[src/rtl/fir_pkg.sv]
// Shared types and default widths for the FIR window MAC slice.
package fir_pkg;

  localparam int DEF_DATA_W = 11;
  localparam int DEF_COEF_W = 8;
  localparam int DEF_N_TAPS = 16;
  localparam int DEF_IDX_W  = 4;
  localparam int DEF_ACC_W  = DEF_DATA_W + DEF_COEF_W + 4;

  // Unity coefficients make the out-of-reset operation a plain boxcar sum.
  localparam logic signed [DEF_COEF_W-1:0] COEF_RST = 8'sd1;

  typedef enum logic [1:0] {
    ST_IDLE = 2'd0,
    ST_MAC  = 2'd1,
    ST_DONE = 2'd2
  } state_t;

  function automatic logic signed [DEF_DATA_W-1:0] lane_sel(
    input logic [DEF_N_TAPS*DEF_DATA_W-1:0] win,
    input logic [DEF_IDX_W-1:0]             idx
  );
    return win[idx*DEF_DATA_W +: DEF_DATA_W];
  endfunction

endpackage

[src/rtl/fir_coef_bank.sv]
// Coefficient register file: synchronous write blocked while busy, asynchronous read.
module fir_coef_bank
  import fir_pkg::*;
#(
  parameter int N_TAPS = DEF_N_TAPS,
  parameter int COEF_W = DEF_COEF_W,
  parameter int IDX_W  = DEF_IDX_W
) (
  input  logic                     clk,
  input  logic                     reset,
  input  logic                     i_we,
  input  logic                     i_busy,
  input  logic [IDX_W-1:0]         i_waddr,
  input  logic [COEF_W-1:0]        i_wdata,
  input  logic [IDX_W-1:0]         i_raddr,
  output logic signed [COEF_W-1:0] o_rdata
);

  logic signed [COEF_W-1:0] r_coef [N_TAPS];

  always_ff @(posedge clk) begin
    if (reset) begin
      for (int k = 0; k < N_TAPS; k++) begin
        r_coef[k] <= COEF_RST;
      end
    end else if (i_we && !i_busy) begin
      r_coef[i_waddr] <= i_wdata;
    end
  end

  assign o_rdata = r_coef[i_raddr];

endmodule

[src/rtl/fir_window_mac.sv]
// Drains a full sample window from the FIFO and computes a 16-tap signed dot product, one tap per clock.
module fir_window_mac
  import fir_pkg::*;
#(
  parameter int DATA_W = DEF_DATA_W,
  parameter int N_TAPS = DEF_N_TAPS,
  parameter int COEF_W = DEF_COEF_W
) (
  input  logic                         clk,
  input  logic                         reset,
  input  logic                         fifo_ready,
  input  logic [N_TAPS*DATA_W-1:0]     fifo_data,
  output logic                         fifo_read,
  input  logic                         coef_we,
  input  logic [3:0]                   coef_addr,
  input  logic [COEF_W-1:0]            coef_wdata,
  output logic                         coef_busy,
  output logic signed [DATA_W+COEF_W+3:0] result,
  output logic                         result_valid,
  input  logic                         result_ack
);

  localparam int ACC_W  = DATA_W + COEF_W + 4;
  localparam int PROD_W = DATA_W + COEF_W;
  localparam int IDX_W  = 4;

  state_t                     r_state;
  logic [N_TAPS*DATA_W-1:0]   r_window;
  logic [IDX_W-1:0]           r_idx;
  logic signed [ACC_W-1:0]    r_acc;
  logic signed [ACC_W-1:0]    r_result;
  logic                       r_valid;

  logic signed [DATA_W-1:0]   w_sample;
  logic signed [COEF_W-1:0]   w_coef;
  logic signed [PROD_W-1:0]   w_prod;
  logic signed [ACC_W-1:0]    w_sum;

  fir_coef_bank #(
    .N_TAPS (N_TAPS),
    .COEF_W (COEF_W),
    .IDX_W  (IDX_W)
  ) u_coef_bank (
    .clk     (clk),
    .reset   (reset),
    .i_we    (coef_we),
    .i_busy  (coef_busy),
    .i_waddr (coef_addr),
    .i_wdata (coef_wdata),
    .i_raddr (r_idx),
    .o_rdata (w_coef)
  );

  // 16 products of at most 2^17 magnitude fit in ACC_W, so the sum never wraps.
  assign w_sample = lane_sel(r_window, r_idx);
  assign w_prod   = w_sample * w_coef;
  assign w_sum    = r_acc + ACC_W'(w_prod);

  assign fifo_read    = (r_state == ST_IDLE) && fifo_ready;
  assign coef_busy    = (r_state == ST_MAC);
  assign result       = r_result;
  assign result_valid = r_valid;

  always_ff @(posedge clk) begin
    if (reset) begin
      r_state  <= ST_IDLE;
      r_window <= '0;
      r_idx    <= '0;
      r_acc    <= '0;
      r_result <= '0;
      r_valid  <= 1'b0;
    end else begin
      case (r_state)
        ST_IDLE: begin
          if (fifo_ready) begin
            r_window <= fifo_data;
            r_acc    <= '0;
            r_idx    <= '0;
            r_state  <= ST_MAC;
          end
        end
        ST_MAC: begin
          r_acc <= w_sum;
          r_idx <= r_idx + 4'd1;
          if (r_idx == IDX_W'(N_TAPS - 1)) begin
            r_result <= w_sum;
            r_valid  <= 1'b1;
            r_state  <= ST_DONE;
          end
        end
        ST_DONE: begin
          // Result stays put until the consumer acknowledges; the FIFO waits.
          if (result_ack) begin
            r_valid <= 1'b0;
            r_state <= ST_IDLE;
          end
        end
        default: r_state <= ST_IDLE;
      endcase
    end
  end

endmodule

[config.mk]
export PLATFORM = sky130hd
export DESIGN_NAME = fir_window_mac
export DESIGN_NICKNAME = d
export VERILOG_FILES = /design/src/rtl/fir_pkg.sv /design/src/rtl/fir_coef_bank.sv /design/src/rtl/fir_window_mac.sv
export SDC_FILE = /design/constraint.sdc
export NUM_CORES = 1
export LEC_CHECK = 0
export ABC_CLOCK_PERIOD_IN_PS = 9250
export CAP_MARGIN = 20
export CORE_MARGIN = 3
export CORE_UTILIZATION = 55
export CTS_BUF_LIST = sky130_fd_sc_hd__clkbuf_8
export DETAILED_ROUTE_END_ITERATION = 12
export DONT_BUFFER_PORTS = 1
export GPL_TIMING_DRIVEN = 1
export PLACE_DENSITY = 0.72
export SLEW_MARGIN = 30
export SYNTH_ARGS = -nofsm -noshare
export SYNTH_HDL_FRONTEND = slang
export SYNTH_SLANG_ARGS = --single-unit
[constraint.sdc]
create_clock -name clk -period 9.25 [get_ports clk]
set_input_delay 1.85 -clock clk [delete_from_list [all_inputs] [get_ports clk]]
set_output_delay 1.85 -clock clk [all_outputs]
set_load 0.005 [all_outputs]
==> impl_metrics.yaml, run 1 <==
outcome:
  outcome: "complete, no violations"
sta:
  finalSetupTns_ps: 0
  fin_crit_ps: 7264
  post-route-period-util_pct: 78.53
  fin_worst_skew_ps: 27.78
  report.final.slew_viol_count: 0
  hold_violations: 0
  max_clock_freq_mhz: 137.7
  worstMarginPinSlew_ps: 856.6
  grt_setup_unrepaired: "false"
  slew-limit-headroom_pct: 42.51
  setup_violations: 0
synth:
  yosys.area.top_type_share_pct: 23.76
  ys_seq_area_share_pct: 43.33
  ys.flop_type: "sky130_fd_sc_hd__dfxtp_1"
  synth-edff-count: 128
  postSynthNetCount: 2272
  yosysWarnings: 0
  synthesis.area_per_instance_sq_um: 10.24
  ys_seq_elements: 361
  synth.cell_area_sq_um: 19630
  synth.largest_area_cell: "sky130_fd_sc_hd__dfxtp_1"
  async_reset_ff_share_pct: 0
  ys_top_cells_by_area: "sky130_fd_sc_hd__dfxtp_1 24%, sky130_fd_sc_hd__edfxtp_1 20%, sky130_fd_sc_hd__fa_1 11%"
  synth_cells: 1917
  post_synth_num_cell_types: 55
global_routing:
  grt_first_pass_wirelength_um: 78080
  grt_max_degree: 233
  antenna_found_initial: 1
  globalRoute.totalOverflow: 0
  global_route_usage_over_all_layers_pct: 25.98
  grt_pass1_vias: 13940
power:
  leakage_nw: 8.300
  worst_ir_drop_vdd_v: 0.0001358
  post-layout-total-power_mw: 4.557
  power_density_nw_per_um2: 216.5
hold_path:
  hold_path_cells: 2
  min_path_type: "reg -> reg"
finish:
  final_core_density_pct: 60.36
  filler_cell_count: 2892
  antenna_cells_inserted: 0
  final_layout_size_suffix_gt1_share_pct: 11.38
  most-common-layout-cells: "435 x sky130_fd_sc_hd__nand2_1, 229 x sky130_fd_sc_hd__dfxtp_1, 228 x sky130_fd_sc_hd__a21oi_1"
  multi_input_comb_area_sq_um: 10110
  final-seq-area_sq_um: 8516
  most_frequent_standard_cell_in_the_layout_excluding_fill_and_tap_cells: "sky130_fd_sc_hd__nand2_1"
  final_net_count: 2232
  area.growth.synth_to_final_pct: 7.233
setup_path:
  slowest_stage: "sky130_fd_sc_hd__dfxtp_2"
  required_ps: 9770
  critical_path_cell_count: 19
  crit_arrival_ps: 7780
  timing.critical_path.buf_inv: 3
  max_stage_delay_ps: 830
  cp_top_family: "adder cells"
  ff2ff_path_depth: 19
  setup.worst_path.start_class: "flop"
  path_common_cell: "sky130_fd_sc_hd__fa_1"
  path_max_fanout: 24
  worst_setup_path_end_kind: "flop"
  timing.critical_path.cells: "buf_4, mux4_2, mux4_2, and2_1, fa_1, inv_1, fa_1, inv_1, fa_1, fa_1, fa_1, ha_1, a21o_1, a21oi_1, a211oi_1, a21o_1, o31ai_1, xor2_1, a211oi_1"
  timing_worst_setup_path_type: "reg -> reg"
drt:
  detail_route.first_pass.iterations: 6
  postRouteAntennaNets: 0
  drt_drc_violations_left: 0
  routed_via_density: 5.829
  detail_route.iter0.violations: 1119
  wl_per_cell_um: 20.83
  finalWirelength_um: 49560
  total_number_of_vias: 13870
place:
  dp_hpwl_um: 36530
  buffer_ports.inserted: 0
  final_wtd_congestion: 0.8583
clocking:
  clk_pin_slew_worst_paths_ps: 70
  cts_tree: "built"
  clockRootBuffer: "sky130_fd_sc_hd__clkbuf_8"
  post_cts_hold_buffer_count: 0
  cts-resized-gates: 0
  cts_post_setup_buffers_inserted: 0
  clock_tree.htree_level_count: 2
  cts.sinks: 361
  cts_inserted_buffers: 58
  clkLatencyLatePin_ps: 630
  cts_buffer_depth: 3
flow_run:
  drv_cap: 0
floorplan:
  core_area_sq_um: 34880
  starting_utilization_of_the_core_area_pct: 56.28
  chipWidth_um: 194.9
  ios: 219
  area_enclosed_by_the_die_boundary_sq_um: 38000
  std_cell_rows: 68
  dieHeight_um: 194.9
## metal layers
layer  wire length (um)  vias to the layer above  track usage, %  part of all wire [%]
met2              23490                      498           41.86                    47
met3               3735                       79           4.698                   7.5
met4               1227                        0           6.786                   2.5
met5                  0                        -               0                     0
met1              21110                     6908           36.80                    43
li1                   -                     6382               -                     -
## cells by family after synthesis
family	Yosys count	synth area share (%)
buf+inv	252	5.238
flops	361	43.33
fa+ha+maj	162	14.49
compound gates	291	7.940
mux	97	10.96
simple gates	734	17.14
xor+xnor	20	0.8921
## worst paths after layout
kind | start | to | slack [ps]
setup / recovery | r_idx[0] | result[19] | 1990
hold / removal | r_window[36] | r_window[36] | 450
setup reg to reg | r_idx[0] | result[19] | 1990
hold reg to reg | r_window[36] | r_window[36] | 450
## cells in the mapped netlist, types with 3 or more instances
library cell               number
sky130_fd_sc_hd__or3_1         15
sky130_fd_sc_hd__and3_1         8
sky130_fd_sc_hd__and2_1       159
sky130_fd_sc_hd__a21o_1         7
sky130_fd_sc_hd__xor2_1         4
sky130_fd_sc_hd__a211oi_1       6
sky130_fd_sc_hd__inv_1        130
sky130_fd_sc_hd__dfxtp_1      233
sky130_fd_sc_hd__clkbuf_1      94
sky130_fd_sc_hd__a21oi_1      228
sky130_fd_sc_hd__edfxtp_1     128
sky130_fd_sc_hd__fa_1         109
sky130_fd_sc_hd__buf_1          6
sky130_fd_sc_hd__nand2_1      436
sky130_fd_sc_hd__nor2_1        45
sky130_fd_sc_hd__and4_1         3
sky130_fd_sc_hd__buf_6          7
sky130_fd_sc_hd__or2_2          4
sky130_fd_sc_hd__nor4_1         3
sky130_fd_sc_hd__o21ai_1        4
sky130_fd_sc_hd__ha_1          53
sky130_fd_sc_hd__o21bai_1       4
sky130_fd_sc_hd__nand4_1        5
sky130_fd_sc_hd__buf_2         12
sky130_fd_sc_hd__nand2b_1      10
sky130_fd_sc_hd__xnor2_1       16
sky130_fd_sc_hd__nor3_1         8
sky130_fd_sc_hd__a31oi_1        3
sky130_fd_sc_hd__nand3_1       29
sky130_fd_sc_hd__o21ai_0       24
sky130_fd_sc_hd__mux4_2        93
## final cells by class
type | count | area share [%]
multi-input combinational | 1304 | 48.01
sequential | 361 | 40.45
clock buffer | 71 | 4.641
tap | 455 | 2.704
inverter | 131 | 2.347
clock inverter | 36 | 1.088
timing repair buffer | 21 | 0.7666
## where the power goes
part,leakage [nW],switching (mW),internal [mW]
logic,4.45,0.781,0.549
registers,3.17,0.0818,1.74
clock network,0.677,0.651,0.754
## worst min-delay path, cell delays in order, from the launching register on
cell and delay [ps]:
sky130_fd_sc_hd__dfxtp_1 310, sky130_fd_sc_hd__nand2_1 50, sky130_fd_sc_hd__a21oi_1 50
## registers in the layout, summed over array words and instances (netlist names), named ones only
name and flops:
r_window 176, u_coef_bank.r_coef 128, r_acc 23, result 23, r_idx 4, r_state 2, result_valid 1
## through the flow
step | area, sq um | setup slack [ps] | hold WS (ps) | cells
6_report | 21050 | 1986 | 454.5 | 2379
5_1_grt | 21050 | 1687 | 472.6 | 2379
4_1_cts | 21050 | 1991 | 454.3 | 2379
3_5_place_dp | 19840 | 2009 | 444.6 | 2272
3_3_place_gp | 19840 | 2134 | 438.5 | 2272
2_1_floorplan | 19630 | 2950 | 431.5 | 1917
No activity file was read; power rests on OpenSTA's default activity.
==> run 2, diff against run 1 <==
ABC_CLOCK_PERIOD_IN_PS = 6590   (was 9250)
PLACE_DENSITY = 0.75   (was 0.72)
clock period = 6.59 ns   (was 9.25 ns; I/O delays follow)
==> run 2 against run 1 <==
  * Routed wire length grew 0.98%
  * Sequential share of layout area is 0.69 points lower
  * Fmax increased by 13%
  * Clock-buffer cell count down 5
  * Final cell count up 1.2%
  * Cell area increased by 1.8%
==> impl_metrics.yaml, run 2 (synthesis gave the netlist of run 1 again) <==
floorplan:
  ios: 219
  starting_utilization_of_the_core_area_pct: 56.28
  area_enclosed_by_the_die_boundary_sq_um: 38000
  core_area_sq_um: 34880
  chipWidth_um: 194.9
  dieHeight_um: 194.9
  std_cell_rows: 68
drt:
  total_number_of_vias: 13900
  routed_via_density: 5.776
  finalWirelength_um: 50050
  postRouteAntennaNets: 0
  detail_route.first_pass.iterations: 6
  wl_per_cell_um: 20.79
  drt_drc_violations_left: 0
  detail_route.iter0.violations: 1144
setup_path:
  critical_path_cell_count: 19
  critical_path.reg2reg.startpoint: "r_idx[0]"
  slowest_stage: "sky130_fd_sc_hd__mux4_2"
  path_common_cell: "sky130_fd_sc_hd__fa_1"
  timing.critical_path.buf_inv: 3
  timing_worst_setup_path_type: "reg -> reg"
  crit_arrival_ps: 6900
  critPathCapture: "result[19]"
  startpoint: "r_idx[0]"
  timing.critical_path.cells: "buf_12, buf_12, mux4_2, mux4_2, buf_4, and2_1, fa_1, fa_1, fa_1, fa_1, ha_1, ha_1, and3_1, and2_1, a221o_1, a21o_1, o31ai_2, xor2_1, a211oi_1"
  worst_r2r_endpoint: "result[19]"
  regToRegSetupSlack_ps: 180
  path_max_fanout: 10
  max_stage_delay_ps: 600
  cp_top_family: "adder cells"
  worst_setup_path_end_kind: "flop"
  ff2ff_path_depth: 19
  setup.worst_path.start_class: "flop"
  required_ps: 7070
sta:
  slew-limit-headroom_pct: 38.48
  post-route-period-util_pct: 97.33
  report.final.slew_viol_count: 0
  setup_violations: 0
  finalSetupTns_ps: 0
  fin_crit_ps: 6414
  worstMarginPinSlew_ps: 922.8
  finalHoldWorstSlack_ps: 452.0
  fin_worst_skew_ps: 38.94
  hold_violations: 0
  layout_setup_ws_ps: 176.0
  max_clock_freq_mhz: 155.9
hold_path:
  min_path_type: "reg -> reg"
finish:
  most_frequent_standard_cell_in_the_layout_excluding_fill_and_tap_cells: "sky130_fd_sc_hd__nand2_1"
  post_layout_nonfiller_instances: 2407
  final_core_density_pct: 61.42
  area.growth.synth_to_final_pct: 9.119
  most-common-layout-cells: "435 x sky130_fd_sc_hd__nand2_1, 230 x sky130_fd_sc_hd__dfxtp_1, 223 x sky130_fd_sc_hd__a21oi_1"
  postLayoutCellArea_sq_um: 21420
  final_net_count: 2264
  final_layout_size_suffix_gt1_share_pct: 13.17
  largest_register_ffs: 176
  largest_register_by_flop_count: "r_window"
  largest_registers: "r_window (176), u_coef_bank.r_coef (128)"
clocking:
  clockRootBuffer: "sky130_fd_sc_hd__clkbuf_8"
  clock_tree.htree_level_count: 2
  clkLatencyLatePin_ps: 640
  post_cts_hold_buffer_count: 0
  cts_tree: "built"
  clk_pin_slew_worst_paths_ps: 60
  cts.sinks: 361
  cts_buffer_depth: 3
  cts_inserted_buffers: 58
power:
  leakage_nw: 8.482
  power_density_nw_per_um2: 300.1
  worst_ir_drop_vdd_v: 0.0001703
  post-layout-total-power_mw: 6.429
global_routing:
  antenna_found_initial: 4
  grt_pass1_vias: 14390
  global_route_usage_over_all_layers_pct: 26.02
  grt_max_degree: 233
  globalRoute.totalOverflow: 0
  grt_first_pass_wirelength_um: 77760
place:
  buffer_ports.inserted: 0
  dpl.cell_count: 2292
  final_wtd_congestion: 0.9141
  placement.setup.worst_slack_ps: 74.71
  placedInstanceArea_sq_um: 20080
  dp_hpwl_um: 36200
outcome:
  outcome: "complete, no violations"
flow_run:
  drv_cap: 0
## run 2: cell types whose count changed in the layout (fill, tap and decap cells not counted), sizes merged
cell    previous run  this run
clkbuf            71        67
inv              145       153
buf               21        52
diode              0         1
clkinv            18        10
## run 2: report_power, final
part | internal (mW) | switching [mW] | leakage [nW] | total, mW
combinational | 0.831 | 1.17 | 4.65 | 2.00
sequential | 2.44 | 0.0966 | 3.17 | 2.54
clock | 0.991 | 0.895 | 0.654 | 1.89
## run 2: layout make-up
cell class,instances,area [sq um]
timing repair buffer,53,528.0
multi-input combinational,1304,10190
antenna,1,2.502
inverter,131,496.7
fill,2790,13460
clock inverter,36,216.5
tap,455,569.3
clock buffer,66,908.4
sequential,361,8517
## run 2: worst min-delay path: cells and delay by family (launching register included)
kind | cells | cell delay (ps)
flops | 1 | 310
simple gates | 1 | 50
compound gates | 1 | 50
## run 2: layer usage
metal	GRT usage, %	share of wire (%)
met1	33.94	40
met2	42.22	49
met3	6.362	7.5
met4	10.35	4.2
met5	0	0.026
## run 2: timing repair
item / CTS / global route
endpoints found under the hold margin: 0 / 0
setup buffers: 0 / 11
gates resized for setup: 0 / 23
endpoints found under the setup margin: 0 / 17
## run 2: worst min-delay path by stage
stage	start	to	slack [ps]	cells past startpoint
after floorplan	r_window[109]	r_window[109]	430	2
after global placement	r_window[30]	r_window[30]	440	2
after detailed placement	r_window[30]	r_window[30]	440	2
after CTS	r_window[30]	r_window[30]	450	2
after global routing	r_window[61]	r_window[61]	470	2
final	r_window[30]	r_window[30]	450	2
